## src/rtl/uart_tx_fifo.sv

```systemverilog
// Byte FIFO and launch sequencer feeding a UART transmitter via a launch/done handshake.
// Optional sticky overflow flag enabled by defining UART_TX_FIFO_OVERFLOW_EN.
module uart_tx_fifo #(
    parameter int unsigned DEPTH = 16,
    localparam int unsigned ADDR_W = $clog2(DEPTH)
) (
    input  logic              clk,
    input  logic              rstN,
    input  logic              wr_en,
    input  logic [7:0]        wr_data,
    output logic              full,
    output logic              empty,
    output logic [ADDR_W:0]   count,
    input  logic              tx_busy,
    input  logic              tx_done,
    output logic              tx_enabled,
    output logic [7:0]        tx_in,
    output logic              overflow,
    input  logic              ovf_clr
);

    localparam logic [1:0] IDLE   = 2'd0;
    localparam logic [1:0] LAUNCH = 2'd1;
    localparam logic [1:0] WAIT   = 2'd2;

    localparam logic [ADDR_W:0] FULL_CNT = (ADDR_W + 1)'(DEPTH);

    logic [7:0]        mem [DEPTH];
    logic [ADDR_W-1:0] wr_ptr;
    logic [ADDR_W-1:0] rd_ptr;
    logic [ADDR_W:0]   count_q;
    logic [1:0]        state_q;
    logic [1:0]        state_d;
    logic [7:0]        tx_in_q;
    logic              push;
    logic              pop;

    assign count      = count_q;
    assign full       = (count_q == FULL_CNT);
    assign empty      = (count_q == '0);
    assign tx_enabled = (state_q == LAUNCH);
    assign tx_in      = tx_in_q;

    // full is the pre-pop value, so a write while full is refused even on a pop edge
    assign push = wr_en && !full;
    assign pop  = (state_q == IDLE) && !empty;

    always_comb begin
        state_d = state_q;
        unique case (state_q)
            IDLE:    if (!empty) state_d = LAUNCH;
            LAUNCH:  state_d = WAIT;
            WAIT:    if (tx_done) state_d = IDLE;
            default: state_d = IDLE;
        endcase
    end

    always_ff @(posedge clk) begin
        if (push) mem[wr_ptr] <= wr_data;
    end

    always_ff @(posedge clk or posedge rstN) begin
        if (rstN) begin
            state_q <= IDLE;
            wr_ptr  <= '0;
            rd_ptr  <= '0;
            count_q <= '0;
            tx_in_q <= 8'h00;
        end else begin
            state_q <= state_d;
            if (push) wr_ptr <= wr_ptr + ADDR_W'(1);
            if (pop) begin
                rd_ptr  <= rd_ptr + ADDR_W'(1);
                tx_in_q <= mem[rd_ptr];
            end
            if (push && !pop) begin
                count_q <= count_q + (ADDR_W + 1)'(1);
            end else if (pop && !push) begin
                count_q <= count_q - (ADDR_W + 1)'(1);
            end
        end
    end

`ifdef UART_TX_FIFO_OVERFLOW_EN
    logic ovf_q;
    logic unused_in;

    // set takes priority over clear on the same edge
    always_ff @(posedge clk or posedge rstN) begin
        if (rstN) begin
            ovf_q <= 1'b0;
        end else if (wr_en && full) begin
            ovf_q <= 1'b1;
        end else if (ovf_clr) begin
            ovf_q <= 1'b0;
        end
    end

    assign overflow  = ovf_q;
    assign unused_in = tx_busy;
`else
    logic unused_in;

    assign overflow  = 1'b0;
    assign unused_in = tx_busy ^ ovf_clr;
`endif

endmodule

```

## config.mk

```make
export PLATFORM = sky130hd
export DESIGN_NAME = uart_tx_fifo
export DESIGN_NICKNAME = d
export VERILOG_FILES = /design/src/rtl/uart_tx_fifo.sv
export SDC_FILE = /design/constraint.sdc
export NUM_CORES = 1
export LEC_CHECK = 0
export BUFFER_PORTS_ARGS = -buffer_cell sky130_fd_sc_hd__buf_4
export CORE_MARGIN = 4
export CORE_UTILIZATION = 30
export CTS_BUF_LIST = sky130_fd_sc_hd__clkbuf_2
export DETAILED_ROUTE_END_ITERATION = 7
export PLACE_DENSITY = 0.5
export SLEW_MARGIN = 20
export SYNTH_ARGS = -nofsm -noshare
export SYNTH_HDL_FRONTEND = slang
export SYNTH_SLANG_ARGS = --single-unit
```

## constraint.sdc

```tcl
create_clock -name clk -period 2.7 [get_ports clk]
set_input_delay 0.135 -clock clk [delete_from_list [all_inputs] [get_ports clk]]
set_output_delay 0.135 -clock clk [all_outputs]
set_load 0.02 [all_outputs]
```

==> metrics.cfg, run 1 <==
[route]
first_pass_iters = 4
vias_per_cell = 4.49
drtIter0Drc = 161
vias = 2990
drc = 0
wl_per_cell_um = 17.8
drtAntennaViolNets = 0
drt-total-wl_mm = 11.8

[cells_and_area]
diodes = 0
layout_commonest_cell = edfxtp_1
most-common-layout-cells = edfxtp_1, buf_4, nand2_1, dfrtp_1, clkbuf_2
layout.nets = 408
layout-drive-gt1-share_pct = 26.5
stdcell_count = 666
finalInstanceArea_um2 = 7070
syn_to_final_growth_pct = 14.6
fin_util_pct = 34.9

[floorplanning]
io_pins = 31
core_um2 = 20200
rows = 52
design.die.area_um2 = 22900
die_h_um = 151
die_w_um = 151
start_util_pct = 30.5

[clock_tree]
clkTransAtPathRegs_ps = 250
clock-sinks = 151
cts_root_buf = clkbuf_2
cts_buffers = 17
cts-htree-levels = 4
clk-insertion-delay-late_ps = 670
tritoncts = built
cts_buffer_depth = 2

[grt]
grt_pass1_vias = 3017
track_usage_pct = 10.9
antenna_found_initial = 0
grt_start_max_net_pins = 28
grt_overflow = 0
grt_pass1_wl_mm = 18.0

[placed_design]
post_dp_cell_area_um2 = 6680
hpwl_mm = 7.29
place_inst = 620
port_buffers = 27
gp_congestion = 0.707

[min_path]
hold_path.class = primary input to flop
min_to = mem[13][5]$_DFFE_PP_
worstHoldPathCells = 2
hold_start = wr_data[5]

[sta]
slew_headroom_pct = 30.2
rsz0062_at_grt = no
final.period_utilization_pct = 92.7
period_minus_slack_ps = 2500
fmax_mhz = 400
setup_viol = 0
final.setup.tns_ps = 0
clock_skew_ps = 43.1
slew_viol_final = 0
hold_viol = 0
worst_pin_slew_ps = 1040

[setup_path]
cp_max_fo = 5
cp_slowest_cell = dfrtp_2
r2r_end = count[4]$_DFFE_PP0P_
startpoint_type = flop
crit_path_max_incr_delay_ps = 510
worst_ep_arrival_time_ps = 3130
path_cells = nor4_4, nor2b_4, nor3_2, inv_2, ha_2, inv_1, ha_1, a21o_1, a21oi_2, mux2i_1, xnor2_1
crit_path_end_kind = flop
crit_required_ps = 3320
path_class = flop to flop
reg2reg_setup_slack_ps = 200
worstReg2RegStart = count[0]$_DFFE_PP0P_
reg2reg_depth = 11

[logic_synthesis]
syn-mean-instance-area_um2 = 18.6
synth_cell_type_count = 34
synth_cells = 331
synth_fp_nets = 356
syn_area_um2 = 6170
synthTopCellsByArea = edfxtp_1, dfrtp_1, mux4_1, mux4_2, ha_1
yosys_warnings = 0
netlist.area_leader.share_pct = 62.3
ys_seq_area_share_pct = 71.6
ys_ff_latch = 151
yosys.area.top_type = edfxtp_1

[power]
p_per_area_nw_per_um2 = 992
p_leak_uw = 0.00246
irDropWorstVdd_mv = 0.379
power.total_uw = 7010

[flow_run]
cap_violations = 0

[run_status]
status = complete, no violations

## sequential cells by signal (all words and copies together), names as in the netlist
register	cells
rd_ptr	4
tx_in	8
mem	128
count	5
wr_ptr	4
state_q	2
## final cells by class
class	instances	area (µm²)
Sequential cell	151	4420
Tap cell	270	338
Fill cell	1916	13200
Multi-Input combinational cell	154	1610
Clock buffer	18	90.1
Timing Repair Buffer	51	425
Clock inverter	14	153
Inverter	8	30.0
## worst max-delay path: cells and delay by family (launching register included)
family	cells	cell delay (ps)
compound gates	2	310
xor+xnor	1	130
fa+ha+maj	2	510
buf+inv	2	170
flops	1	510
mux	1	230
simple gates	3	590
## cell usage after synthesis, drive strengths merged
| master | n |
|---|---|
| edfxtp | 128 |
| mux4 | 32 |
| nand2 | 29 |
| dfrtp | 23 |
| o21ai | 19 |
| buf | 15 |
| nor2 | 15 |
| ha | 10 |
| mux2i | 10 |
| xnor2 | 9 |
| inv | 8 |
| mux2 | 8 |
| nor3 | 5 |
| clkbuf | 3 |
| nor2b | 3 |
| a21o | 2 |
| a21oi | 2 |
| nand2b | 2 |
| nand4 | 2 |
| and2 | 1 |
| conb | 1 |
| fa | 1 |
| nand3 | 1 |
| nor4 | 1 |
| xor2 | 1 |
## stage by stage
step | hold slack [ps] | worst slack (ps)
after floorplan | 137 | 9.38
after global placement | 427 | 173
after detailed placement | 440 | 127
after CTS | 201 | 77.8
after global routing | 220 | 2.71
final | 316 | 198
## report_power, final
group | switching [µW] | leakage [µW] | internal (µW)
combinational | 1340 | 0.000894 | 1220
sequential | 280 | 0.00143 | 2920
clock | 819 | 0.000134 | 434
total | 2440 | 0.00246 | 4570
## cells by family after synthesis
group                      after synthesis  share of synthesized area, %
buffers and inverters                   26                          2.76
adders and majority gates               11                          2.35
DFF                                    151                          71.6
muxes                                   50                          15.7
xor gates and xnor gates                10                          1.42
AOI/OAI and AO/OA                       23                          1.95
and+or+nand+nor                         59                          4.16
other                                    1                        0.0608
## repair_timing
| item | in CTS | in global routing |
|---|---|---|
| endpoints found under the setup margin | 0 | 1 |
| hold endpoints to repair | 154 | 5 |
| buffers inserted | 0 | 2 |
| resized for setup | 0 | 4 |
| hold buffers | 11 | 1 |
## how the worst max path moves through the flow
| stage | endpoint | start |
|---|---|---|
| finish | count[4]$_DFFE_PP0P_ | count[0]$_DFFE_PP0P_ |
| global route | count[4]$_DFFE_PP0P_ | count[0]$_DFFE_PP0P_ |
| CTS | count[4]$_DFFE_PP0P_ | count[1]$_DFFE_PP0P_ |
| detailed placement | count[4]$_DFFE_PP0P_ | count[1]$_DFFE_PP0P_ |
| global placement | count[4]$_DFFE_PP0P_ | count[1]$_DFFE_PP0P_ |
| floorplan | count[4]$_DFFE_PP0P_ | count[1]$_DFFE_PP0P_ |
## per-layer routing
layer  global-route usage (%)  wire length, µm  up-vias
met4                     2.63               96        0
met3                     3.02              496        8
met5                        0                0        -
met1                     15.0             5610     1531
met2                     17.2             5640       60
li1                         -                -     1391
(Power assumes the default switching activity.)
==> run 2, diff against run 1 <==
- PLACE_DENSITY: 0.5 -> 0.46
==> run 2 against run 1 <==
Against the previous run:
- core utilization is 0.51 points higher
- maximum frequency is 0.64% higher
- global-route usage is 0.85 points higher
- via count is 0.47% higher
- die area stayed put
- non-clock buffer count is 8 higher
- sequential cell count stayed put
- clock-buffer cell count is 2 higher
- largest power group unchanged
==> metrics.cfg, run 2 (synthesized netlist as in run 1, its figures left out) <==
[grt]
antenna_found_initial = 1  ; was 0
grt_overflow = 0  ; unchanged
top_usage_layer = met2  ; unchanged
track_usage_pct = 11.8  ; was 10.9%
gr-usage-met1_pct = 15.6  ; was 15.0%
met3_usage_pct = 3.50  ; was 3.02%
grt_pass1_vias = 3165  ; was 3017
grt_pass1_wl_mm = 19.2  ; was 18.0 mm
grt.met2_usage_pct = 18.7  ; was 17.2%
grt_start_max_net_pins = 27  ; was 28

[floorplanning]
die_w_um = 151  ; unchanged
design.die.area_um2 = 22900  ; unchanged
core_um2 = 20200  ; unchanged
rows = 52  ; unchanged
start_util_pct = 30.5  ; unchanged
io_pins = 31  ; unchanged
die_h_um = 151  ; unchanged

[clock_tree]
cts_buffer_depth = 2  ; unchanged
cts-htree-levels = 4  ; unchanged
clk-insertion-delay-late_ps = 700  ; was 670 ps
cts_root_buf = clkbuf_2  ; unchanged
tritoncts = built  ; unchanged
cts_buffers = 17  ; unchanged
clock-sinks = 151  ; unchanged
clkTransAtPathRegs_ps = 220  ; was 250 ps

[sta]
worst_hold_slack_ps = 261  ; was 316 ps
fmax_mhz = 402  ; was 400 MHz
slew_viol_final = 0  ; unchanged
clock_skew_ps = 27.7  ; was 43.1 ps
final.period_utilization_pct = 92.1  ; was 92.7%
slew_headroom_pct = 30.1  ; was 30.2%
worst_pin_slew_ps = 1040  ; about the same
setup_viol = 0  ; unchanged
final.setup.tns_ps = 0  ; unchanged
period_minus_slack_ps = 2490  ; was 2500 ps
rsz0062_at_grt = no  ; unchanged
hold_viol = 0  ; unchanged

[setup_path]
worst_ep_arrival_time_ps = 2800  ; was 3130 ps
path_class = flop to flop  ; unchanged
reg2reg_setup_slack_ps = 210  ; was 200 ps
crit_path_end_kind = flop  ; unchanged
startpoint_type = flop  ; unchanged
cp_max_fo = 8  ; was 5
crit_required_ps = 3020  ; was 3320 ps

[route]
drtAntennaViolNets = 0  ; unchanged
drt-total-wl_mm = 12.6  ; was 11.8 mm
first_pass_iters = 4  ; unchanged
wl_per_cell_um = 18.7  ; was 17.8 µm
vias = 3004  ; was 2990
vias_per_cell = 4.45  ; was 4.49
drtIter0Drc = 132  ; was 161
drc = 0  ; unchanged

[min_path]
hold_path.class = primary input to flop  ; unchanged

[cells_and_area]
layout_commonest_cell = edfxtp_1  ; unchanged
nFillCells = 1953  ; was 1916
top_register = mem  ; unchanged
layout-drive-gt1-share_pct = 26.7  ; was 26.5%
largest_register_ffs = 128  ; unchanged
syn_to_final_growth_pct = 16.3  ; was 14.6%
most-common-layout-cells = edfxtp_1, buf_4, nand2_1, clkbuf_2, dfrtp_1  ; was edfxtp_1, buf_4, nand2_1, dfrtp_1, clkbuf_2
fin_util_pct = 35.5  ; was 34.9%
layout.nets = 416  ; was 408

[power]
irDropWorstVdd_mv = 0.369  ; was 0.379 mV
p_per_area_nw_per_um2 = 1020  ; was 992 nW/µm²
p_leak_uw = 0.00253  ; was 0.00246 µW

[flow_run]
cap_violations = 0  ; unchanged

[placed_design]
port_buffers = 27  ; unchanged
hpwl_mm = 8.16  ; was 7.29 mm
gp_congestion = 0.714  ; was 0.707

[run_status]
status = complete, no violations  ; unchanged

## run 2: layout make-up
cell class	instances	area (µm²)	area share, %
Clock inverter	12	185	2.58
Antenna cell	1	2.50	0.0349
Inverter	8	30.0	0.419
Sequential cell	151	4420	61.7
Clock buffer	20	100	1.40
Tap cell	270	338	4.71
Timing Repair Buffer	59	485	6.77
Multi-Input combinational cell	154	1610	22.4
## run 2: per-stage QoR
| step | instances | cell area (µm²) | setup slack, ps | total power [µW] |
|---|---|---|---|---|
| after detailed placement | 628 | 6740 | 141 | 5910 |
| after CTS | 671 | 7130 | 68.8 | 7390 |
| after floorplan | 331 | 6190 | 9.38 | 5110 |
| after global placement | 628 | 6740 | 182 | 5880 |
| after global routing | 675 | 7170 | 24.3 | 7810 |
| final | 675 | 7170 | 214 | 7310 |
## run 2: worst max-delay path, cell delays in order (launching register included)
cell and delay (ps):
dfrtp_1 530, nor4_4 60, and2_1 170, nor2b_1 200, buf_4 210, nand2_1 130
nor2_1 810
## run 2: final timing paths
check / start / endpoint / cells past startpoint
min in group asynchronous: rstN / count[3]$_DFFE_PP0P_ / 4
worst min-delay path: wr_data[7] / mem[4][7]$_DFFE_PP_ / 2
worst max-delay path: count[0]$_DFFE_PP0P_ / mem[9][0]$_DFFE_PP_ / 6
worst max register to register: count[0]$_DFFE_PP0P_ / mem[9][0]$_DFFE_PP_ / 6
max in group asynchronous: rstN / rd_ptr[0]$_DFFE_PP0P_ / 4
worst min register to register: state_q[0]$_DFFE_PP0P_ / state_q[0]$_DFFE_PP0P_ / 1
## run 2: where the power goes
part           leakage (µW)  internal (µW)  total (µW)  switching, µW
clock network      0.000166            699        1470            770
logic              0.000933           1270        2570           1300
registers           0.00143           2910        3270            353
total               0.00253           4890        7310           2420
## run 2: what timing repair did
action / CTS / global route
setup buffers: 0 / 2
setup endpoints to repair: 0 / 1
hold buffers: 11 / 1
endpoints found under the hold margin: 155 / 6
gates resized for setup: 0 / 3
## run 2: metal layers
layer	vias up	part of all wire, %	wire (µm)
met3	11	4.1	513
met1	1530	46	5850
met4	0	1.2	157
li1	1409	-	-
met2	54	48	6110
met5	-	0	0
==> run 3, diff against run 2 <==
- CORE_UTILIZATION: 30 -> 57
- PLACE_DENSITY: 0.46 -> 0.78
==> run 3 against run 2 <==
Against the previous run:
- clock power fell by 27%
- sequential share of layout area up 2.9 points
- register-to-register slack gained 50 ps
- largest cell class unchanged
- largest power group unchanged
- highest routed layer unchanged
==> metrics.cfg, run 3 (synthesized netlist as in run 1, its figures left out) <==
[power]
p_leak_uw = 0.00244  ; was 0.00253 µW
power.total_uw = 6810  ; was 7310 µW
p_per_area_nw_per_um2 = 994  ; was 1020 nW/µm²
irDropWorstVdd_mv = 0.626  ; was 0.369 mV

[sta]
rsz0062_at_grt = no  ; unchanged
final.period_utilization_pct = 90.2  ; was 92.1%
clock_skew_ps = 24.1  ; was 27.7 ps
hold_viol = 0  ; unchanged
fmax_mhz = 410  ; was 402 MHz
slew_headroom_pct = 37.6  ; was 30.1%
period_minus_slack_ps = 2440  ; was 2490 ps
slew_viol_final = 0  ; unchanged
setup_viol = 0  ; unchanged
final.setup.tns_ps = 0  ; unchanged
worst_pin_slew_ps = 935  ; was 1040 ps
worst_slack_ps = 264  ; was 214 ps
worst_hold_slack_ps = 210  ; was 261 ps

[setup_path]
worst-path-buf-inv = 2  ; was 1
path_cells = nor4_4, nor2b_4, nor3_2, inv_2, ha_1, inv_2, ha_1, a21o_1, a21oi_1, mux2i_1, xnor2_1  ; was nor4_4, and2_1, nor2b_1, buf_4, nand2_1, nor2_1
crit_path_end_kind = flop  ; unchanged
cp_max_fo = 5  ; was 8
startpoint_type = flop  ; unchanged
crit_path_max_incr_delay_ps = 490  ; was 810 ps
worst_ep_arrival_time_ps = 3040  ; was 2800 ps
cp_slowest_cell = dfrtp_2  ; was nor2_1
critPathTopFamily = simple AND/OR/NAND/NOR gates  ; unchanged
crit_required_ps = 3310  ; was 3020 ps
path_class = flop to flop  ; unchanged

[route]
wl_per_cell_um = 20.6  ; was 18.7 µm
vias = 3016  ; was 3004
first_pass_iters = 4  ; unchanged
drt-total-wl_mm = 11.0  ; was 12.6 mm
vias_per_cell = 5.66  ; was 4.45
drtAntennaViolNets = 0  ; unchanged
drc = 0  ; unchanged
drtIter0Drc = 204  ; was 132

[grt]
antenna_found_initial = 1  ; unchanged
grt_start_max_net_pins = 36  ; was 27
track_usage_pct = 18.8  ; was 11.8%
grt_pass1_wl_mm = 17.2  ; was 19.2 mm
grt_overflow = 0  ; unchanged
grt_pass1_vias = 3072  ; was 3165

[placed_design]
dp_slack_ps = 193  ; was 141 ps
hpwl_mm = 6.89  ; was 8.16 mm
port_buffers = 27  ; unchanged
gp_congestion = 0.773  ; was 0.714

[flow_run]
cap_violations = 0  ; unchanged

[clock_tree]
cts_buffers = 17  ; unchanged
cts-htree-levels = 4  ; unchanged
clkTransAtPathRegs_ps = 200  ; was 220 ps
clock-sinks = 151  ; unchanged
clk-insertion-delay-late_ps = 660  ; was 700 ps
cts_buffer_depth = 2  ; unchanged
tritoncts = built  ; unchanged
cts_root_buf = clkbuf_2  ; unchanged

[cells_and_area]
layout-drive-gt1-share_pct = 25.8  ; was 26.7%
syn_to_final_growth_pct = 11.1  ; was 16.3%
nFillCells = 733  ; was 1953
largest_register_ffs = 128  ; unchanged
top_register = mem  ; unchanged
layout_commonest_cell = edfxtp_1  ; unchanged
layout.nets = 408  ; was 416
most-common-layout-cells = edfxtp_1, buf_4, nand2_1, dfrtp_1, clkbuf_2  ; was edfxtp_1, buf_4, nand2_1, clkbuf_2, dfrtp_1

[floorplanning]
core_um2 = 10400  ; was 20200 µm²
design.die.area_um2 = 12600  ; was 22900 µm²
io_pins = 31  ; unchanged
die_h_um = 112  ; was 151 µm
rows = 37  ; was 52
start_util_pct = 59.2  ; was 30.5%
die_w_um = 112  ; was 151 µm

[min_path]
hold_path.class = primary input to async pin  ; was primary input to flop

[run_status]
status = complete, no violations  ; unchanged

[run 3: cell count changes in the layout (fill, tap and decap cells not counted), moves of 2 or more]
cell / change
clkinv_1: -3
clkinvlp_4: +4
buf_4: -7
bufinv_16: -4
clkinv_2: +2
[run 3: path summary, 6_finish.rpt]
kind                                              from                      to  slack (ps)  depth (start not counted)
min in group clk                               tx_done  state_q[1]$_DFFE_PP0P_         300                          4
worst max-delay path              count[2]$_DFFE_PP0P_    count[4]$_DFFE_PP0P_         260                         11
worst min-delay path                              rstN    tx_in[5]$_DFFE_PP0P_         210                          3
worst min register to register  state_q[0]$_DFFE_PP0P_  state_q[0]$_DFFE_PP0P_         520                          1
worst max register to register    count[2]$_DFFE_PP0P_    count[4]$_DFFE_PP0P_         260                         11
max in group asynchronous                         rstN    count[1]$_DFFE_PP0P_        1850                          3
[run 3: timing repair]
action,in CTS,in global routing
resized for setup,0,2
hold buffers,11,0
endpoints found under the setup margin,0,1
hold endpoints to repair,155,0
setup buffers,0,2
[run 3: cell type report]
| type | count | area (µm²) | area share (%) |
|---|---|---|---|
| Inverter | 8 | 30.0 | 0.438 |
| Clock inverter | 13 | 106 | 1.55 |
| Multi-Input combinational cell | 154 | 1600 | 23.4 |
| Antenna cell | 1 | 2.50 | 0.0365 |
| Sequential cell | 151 | 4420 | 64.5 |
| Tap cell | 136 | 170 | 2.48 |
| Clock buffer | 19 | 95.1 | 1.39 |
| Timing Repair Buffer | 51 | 423 | 6.17 |
[run 3: metal layers]
metal / up-vias / track usage, % / wire length (µm)
li1: 1396 / - / -
met1: 1503 / 24.6 / 4270
met2: 104 / 31.2 / 5810
met3: 13 / 4.42 / 728
met4: 0 / 6.73 / 178
met5: - / 0 / 0
[run 3: power breakdown]
part           total [µW]  internal [µW]  switching (µW)
Combinational        2520           1220            1300
Sequential           3220           2920             300
Clock                1070            327             746
[run 3: per-stage QoR]
step                std cells  instance area, µm²  util, %
finish                    533                6850     65.8
detailed placement        487                6520     62.5
floorplan                 331                6190        -
CTS                       530                6830     65.5
global route              533                6850     65.8
global placement          487                6520     62.5
[run 3: worst register-to-register path: cells and delay by family, from the launching register on]
family,cells,cell delay [ps]
adder cells (fa/ha/maj),2,510
buffers and inverters,2,150
multiplexers,1,230
flip-flops,1,490
XOR/XNOR,1,130
AND/OR/NAND/NOR,3,540
AO/OA/AOI/OAI,2,330
